<file path="config.mk">
export PLATFORM = sky130hd
export DESIGN_NAME = cc_branch_unit
export DESIGN_NICKNAME = d
export VERILOG_FILES = /design/src/rtl/cc_branch_unit.sv
export SDC_FILE = /design/constraint.sdc
export NUM_CORES = 1
export LEC_CHECK = 0
export ABC_CLOCK_PERIOD_IN_PS = 3800
export CORE_AREA = 2 2 39 41
export DETAILED_ROUTE_END_ITERATION = 6
export DIE_AREA = 0 0 41 43
export GPL_ROUTABILITY_DRIVEN = 0
export GPL_TIMING_DRIVEN = 0
export PLACE_DENSITY_LB_ADDON = 0.25
export SYNTH_ARGS = -nofsm -noshare
export SYNTH_HDL_FRONTEND = slang
export SYNTH_SLANG_ARGS = --single-unit
</file>
<file path="constraint.sdc">
create_clock -name clk -period 3.8 [get_ports clk]
set_input_delay 0.95 -clock clk [delete_from_list [all_inputs] [get_ports clk]]
set_output_delay 0.95 -clock clk [all_outputs]
set_load 0.01 [all_outputs]
</file>
<file path="src/rtl/cc_branch_unit.sv">
`default_nettype none
// ============================================================================
//  Module   : cc_branch_unit
//  Purpose  : Condition-code register plus conditional-branch evaluator with a
//             single delay slot, annul handling and DCTI detection.
//             Optional macro CC_FORWARD_EN forwards same-cycle flags into the
//             evaluation of a cc-setting branch.
//  Revision : 1.0  initial release
// ============================================================================
module cc_branch_unit (
    input  logic       clk,
    input  logic       reset,
    input  logic [3:0] flags_in,
    input  logic       cc_we,
    input  logic       instr_valid,
    input  logic       is_bcc,
    input  logic [3:0] cond,
    input  logic       annul_a,
    output logic [3:0] icc,
    output logic       taken,
    output logic       annul,
    output logic       in_slot,
    output logic       dcti_err
);

    typedef enum logic [0:0] {
        ST_IDLE = 1'b0,
        ST_SLOT = 1'b1
    } state_t;

    state_t     state_q, state_d;
    logic [3:0] icc_q, icc_d;
    logic       annul_q, annul_d;
    logic       taken_q, taken_d;
    logic       dcti_q, dcti_d;

    logic       slot_annulled;
    logic       accept;
    logic [3:0] eval_flags;
    logic       cond_true;

    // Low three bits pick the base predicate, bit 3 inverts it (never/always included).
    function automatic logic cond_eval(input logic [3:0] c, input logic [3:0] f);
        logic z, n, cy, v, base;
        z  = f[3];
        n  = f[2];
        cy = f[1];
        v  = f[0];
        case (c[2:0])
            3'd0:    base = 1'b0;
            3'd1:    base = z;
            3'd2:    base = z | (n ^ v);
            3'd3:    base = n ^ v;
            3'd4:    base = cy | z;
            3'd5:    base = cy;
            3'd6:    base = n;
            default: base = v;
        endcase
        return c[3] ? ~base : base;
    endfunction

    always_comb begin
        slot_annulled = (state_q == ST_SLOT) && annul_q;
        accept        = instr_valid && is_bcc && (state_q == ST_IDLE);
`ifdef CC_FORWARD_EN
        // A branch is only accepted in IDLE, so it can never be annulled itself.
        eval_flags    = (accept && cc_we) ? flags_in : icc_q;
`else
        eval_flags    = icc_q;
`endif
        cond_true     = cond_eval(cond, eval_flags);

        icc_d   = icc_q;
        state_d = state_q;
        annul_d = annul_q;
        taken_d = 1'b0;
        dcti_d  = 1'b0;

        if (instr_valid && cc_we && !slot_annulled) begin
            icc_d = flags_in;
        end

        if (accept) begin
            state_d = ST_SLOT;
            taken_d = cond_true;
            annul_d = annul_a && (!cond_true || (cond == 4'b1000));
        end else if ((state_q == ST_SLOT) && instr_valid) begin
            state_d = ST_IDLE;
            annul_d = 1'b0;
            dcti_d  = is_bcc;
        end
    end

    always_ff @(posedge clk or posedge reset) begin
        if (reset) begin
            state_q <= ST_IDLE;
            icc_q   <= 4'b0000;
            annul_q <= 1'b0;
            taken_q <= 1'b0;
            dcti_q  <= 1'b0;
        end else begin
            state_q <= state_d;
            icc_q   <= icc_d;
            annul_q <= annul_d;
            taken_q <= taken_d;
            dcti_q  <= dcti_d;
        end
    end

    assign icc      = icc_q;
    assign taken    = taken_q;
    assign in_slot  = (state_q == ST_SLOT);
    assign annul    = (state_q == ST_SLOT) && annul_q;
    assign dcti_err = dcti_q;

endmodule
`default_nettype wire

</file>
# Word level (Yosys, flattened, before mapping)
# Cells that the tools add are included.
# totals
inputBits,14
reg_bits,8
out_inout_bits,8
wordCells,37
# classes
reduce_logical,12
n_mux,8
bitwise,5
eq_ne,7
# op_table
cell,count
$eq A3 B3 Y1 const B,3
$logic_and A1 B1 Y1,7
$mux W1,7
$pmux W1 S7,1
$eq A3 B2 Y1 const B,2
$eq A4 B4 Y1 const B,1
$eq A3 B1 Y1 const B,1
$logic_not A3 Y1,1
$logic_not A1 Y1,2
$not A1 Y1,2
$or A1 B1 Y1,2
$reduce_bool A2 Y1,1
$logic_or A1 B1 Y1,1
$xor A1 B1 Y1,1

# Longest topological paths before layout
# Gate-level depths: netlist (run 1).
# depth
depth_word,9
depth_mapped,4
depth_no_buf,4

# Worst setup path before layout (run 1)
# No wires, ideal clock.
# synth_path
kind,input-to-reg
from,in cond[0]
to,reg annul_q
required_time_ns,3.678
cell_stages,4
arrival_time_ns,1.804
slack_ns,1.874
setup_time_ns,0.122
n_path_buf,0
path_cell_list,nand2b_1 -> a221o_1 -> a21o_1 -> a32o_1
# synth_via
elab_chain_len,8
word_cells_on_any_way,15
classes_between,eq/ne (7); mux (3); bitwise (1); reduce/logical (4)
# synth_lines
item,line,text
start: declaration,17,"input logic [3:0] cond,"
$eq A3 B3 Y1 (tied with other cells),49,case (c[2:0])
$pmux W1 S7,49,
$not A1 Y1,59,return c[3] ? ~base : base;
$mux W1,59,
$logic_not A1 Y1,86,annul_d = annul_a && (!cond_true || (cond == 4'b1000));
$logic_or A1 B1 Y1 *,86,
$logic_and A1 B1 Y1 *,86,
$mux W1 *,83,if (accept) begin
end signal: assignment,104,annul_q <= annul_d;
end: declaration,33,"logic annul_q, annul_d;"
# Mark *: on every way between the ends. The rest lies on a longest branch, timed or not.
# A chain may end at the register's enable or synchronous reset.

# Worst setup path after layout (run 1)
# layout_path
from,reg state_q (netlist: in_slot)
to,out annul
# layout_via
elab_chain_len,1
# layout_lines
item,line,text
start: declaration,31,"state_t state_q, state_d;"
start signal: assignment,102,state_q <= state_d;
$logic_and A1 B1 Y1,113,assign annul = (state_q == ST_SLOT) && annul_q;
end: declaration,21,"output logic annul,"
# No other way between the ends.

==> impl_metrics.json, run 1 <==
{
  "cp.required_ns": 2.85,
  "diodes": 0,
  "grt_pass1_vias": 354,
  "timing.slew.headroom": 0.782,
  "synth_top_family_by_area": "simple AND/OR/NAND/NOR gates",
  "cts_root_buf": "clkbuf_4",
  "htree_levels": 1,
  "final.fill_count": 138,
  "grt_max_degree": 9,
  "via_per_inst": 4.59,
  "ir_worst_vdd_uv": 184,
  "stdcell_count": 78,
  "dieArea_sq_um": 1760,
  "power_frac_clock": 0.256,
  "cts_sinks": 8,
  "num_rows": 14,
  "finalSetupViolCount": 0,
  "hold_buffers": 0,
  "synth_area_sq_um": 403,
  "ant_nets": 0,
  "layout_common_cells": "clkdlybuf4s50_1, dfrtp_1, inv_1, mux2_2",
  "drv_cap": 0,
  "fin_tns_setup_ns": 0,
  "synth_adder_area_share": 0,
  "synth_compound_area_frac": 0.127,
  "clock_skew_ns": 0.00304,
  "yosysWarnings": 0,
  "track_usage": 0.123,
  "tightest_slew_ns": 0.326,
  "ys_ff_latch": 8,
  "drive_above_1_share": 0.129,
  "cts_tree": "built",
  "stdcell_area_sq_um": 656,
  "syn_avg_cell_area_sq_um": 10.6,
  "synth_xor_area_frac": 0.0435,
  "critPathSlowestCell": "clkdlybuf4s50_1",
  "die_width_um": 41,
  "antenna_found_initial": 0,
  "cp-end-kind": "primary output",
  "crit_path_start_kind": "flop",
  "switching_share": 0.257,
  "max-clock-path-buffers": 2,
  "cts_inserted_buffers": 3,
  "hp-class": "reg -> reg",
  "nets": 78,
  "synth-simple-area-share": 0.158,
  "synth.yosys.seq_area_share": 0.497,
  "start_util": 0.291,
  "crit_type": "reg -> out",
  "io_buffers": 21,
  "drtPass1Iterations": 4,
  "hold_violations": 0,
  "outcome": "finished, final reports clean",
  "intPower_uw": 177,
  "cp.arrival_ns": 1.33,
  "path_max_fanout": 5,
  "crit_buf_inv": 1,
  "drc": 0,
  "combPwrFrac": 0.299,
  "core_sq_um": 1380,
  "area_growth_pct": 62.7,
  "post_cts_resized": 0,
  "p_switching_uw": 61.1,
  "syn_inst": 38,
  "mostFrequentLayoutCell": "clkdlybuf4s50_1",
  "fmax_ghz": 0.439,
  "clock_latency_ns": 0.24,
  "grt_pass1_wl_um": 1460,
  "synth_cell_types": 20,
  "routed_wl_um": 853,
  "synth_nets": 52,
  "dieHeight_um": 43,
  "max_stage_delay_ns": 0.54,
  "io_pins": 22,
  "clk_pin_slew_ns": 0.05,
  "slew_viol_final": 0,
  "powerDensity_nw_per_um2": 363,
  "grt-ovfl-total": 0,
  "dr.first_iter.drc_count": 8,
  "seqPwrFrac": 0.444,
  "crit_chain": "and2_1, clkdlybuf4s50_1",
  "leakagePower_uw": 0.000287,
  "rsz0062_at_grt": "no",
  "placed_cell_area_sq_um": 633,
  "crit_family": "buffers and inverters",
  "post-route-period-util": 0.599,
  "vias": 358,
  "post-route-min-period_ns": 2.28,
  "wl_per_cell_um": 10.9,
  "post_cts_buffers": 0,
  "hpwlAfterDp_um": 707,
  "dp_cells": 75,
  "muxShareOfSynthArea": 0.137
}
metal layers:
metal	up-vias	GRT usage	share of wire
met1	158	0.163	0.45
li1	184	-	-
met3	2	0.0157	0.084
met5	-	0	0
met2	14	0.178	0.45
met4	0	0.0800	0.012
cells in the mapped netlist:
library cell / count / area share
nand2_1: 1 / 0.0093
nand3_1: 2 / 0.025
mux2_2: 4 / 0.11
inv_1: 4 / 0.037
o21ai_0: 2 / 0.025
or3_2: 1 / 0.019
dfrtp_1: 8 / 0.50
xor2_1: 2 / 0.043
and2_1: 1 / 0.016
nor2b_1: 1 / 0.016
a32oi_1: 1 / 0.022
a21oi_1: 1 / 0.012
and3_1: 1 / 0.016
a32o_1: 1 / 0.025
mux2i_1: 1 / 0.025
nand2b_1: 1 / 0.016
a21o_1: 1 / 0.019
a221o_1: 1 / 0.025
nand4_1: 1 / 0.016
nor2_1: 3 / 0.028
cell families (layout without fill, tap and decap cells):
group | after synthesis | after routing
mux | 5 | 5
xor+xnor | 2 | 2
simple gates | 12 | 12
compound gates | 7 | 7
buf+inv | 4 | 28
flops | 8 | 8
power by group through the flow:
stage / logic (uW) / registers, uW / clock network, uW
floorplan: 27.2 / 111 / 0
global placement: 71.6 / 108 / 0
detailed placement: 72.2 / 108 / 0
CTS: 72.4 / 106 / 64.2
global route: 78.5 / 108 / 70.2
finish: 71.3 / 106 / 61.1
per-stage QoR:
stage	hold slack (ns)	util	setup WS [ns]	power, uW
2_1_floorplan	0.458	-	1.87	138
3_3_place_gp	0.480	0.458	1.30	179
3_5_place_dp	0.488	0.458	1.29	180
4_1_cts	0.501	0.474	1.50	243
5_1_grt	0.516	0.474	1.44	257
6_report	0.494	0.474	1.52	238
final timing paths:
check / slack (ns) / depth (start not counted) / from / to
hold reg to reg: 0.49 / 1 / annul_q / annul_q
hold / removal: 0.49 / 1 / annul_q / annul_q
max in group asynchronous: 2.62 / 2 / reset / icc[3]
setup / recovery: 1.52 / 2 / in_slot / annul
min in group asynchronous: 0.95 / 2 / reset / dcti_err
setup reg to reg: 2.42 / 4 / icc[2] / annul_q
state kept, by name, summed over array words and instances, names as in the netlist:
name and cells:
taken 1, annul_q 1, icc 4, in_slot 1, dcti_err 1
area by class of cell:
| cell class | instances | area [sq um] | area share |
|---|---|---|---|
| Clock buffer | 3 | 22.5 | 0.0344 |
| Inverter | 4 | 15.0 | 0.0229 |
| Multi-Input combinational cell | 26 | 188 | 0.286 |
| Sequential cell | 8 | 200 | 0.305 |
| Tap cell | 16 | 20.0 | 0.0305 |
| Timing Repair Buffer | 21 | 210 | 0.321 |
(Power assumes the default switching activity.)
==> run 2: changes to the inputs <==
--- a/config.mk
+++ b/config.mk
@@ -5,7 +5,7 @@
 export SDC_FILE = /design/constraint.sdc
 export NUM_CORES = 1
 export LEC_CHECK = 0
-export ABC_CLOCK_PERIOD_IN_PS = 3800
+export ABC_CLOCK_PERIOD_IN_PS = 2400
 export CORE_AREA = 2 2 39 41
 export DETAILED_ROUTE_END_ITERATION = 6
 export DIE_AREA = 0 0 41 43
==> constraint.sdc (replaced) <==
create_clock -name clk -period 2.4 [get_ports clk]
set_input_delay 0.6 -clock clk [delete_from_list [all_inputs] [get_ports clk]]
set_output_delay 0.6 -clock clk [all_outputs]
set_load 0.01 [all_outputs]
==> results of run 2 <==
The final DEF is identical to that of run 1. Status: finished, final reports clean.
Main changes from that run: setup slack after placement 1.29 ns -> 0.240 ns; setup slack after layout 1.52 ns -> 0.473 ns; register-to-register setup slack 2.42 ns -> 1.02 ns; total power 238 uW -> 377 uW; worst IR drop on VDD 184 uV -> 291 uV
==> run 3: changes to the inputs <==
--- a/config.mk
+++ b/config.mk
@@ -5,7 +5,7 @@
 export SDC_FILE = /design/constraint.sdc
 export NUM_CORES = 1
 export LEC_CHECK = 0
-export ABC_CLOCK_PERIOD_IN_PS = 2400
+export ABC_CLOCK_PERIOD_IN_PS = 1900
 export CORE_AREA = 2 2 39 41
 export DETAILED_ROUTE_END_ITERATION = 6
 export DIE_AREA = 0 0 41 43
==> constraint.sdc (replaced) <==
create_clock -name clk -period 1.9 [get_ports clk]
set_input_delay 0.475 -clock clk [delete_from_list [all_inputs] [get_ports clk]]
set_output_delay 0.475 -clock clk [all_outputs]
set_load 0.01 [all_outputs]
==> results of run 3 <==
The final DEF is identical to that of run 1. Status: finished, final reports clean.
Main changes from that run: setup slack after placement 1.29 ns -> -0.135 ns; setup slack after layout 1.52 ns -> 0.0984 ns; hold slack 0.494 ns -> 0.473 ns; register-to-register setup slack 2.42 ns -> 0.52 ns; total power 238 uW -> 477 uW; worst IR drop on VDD 184 uV -> 368 uV
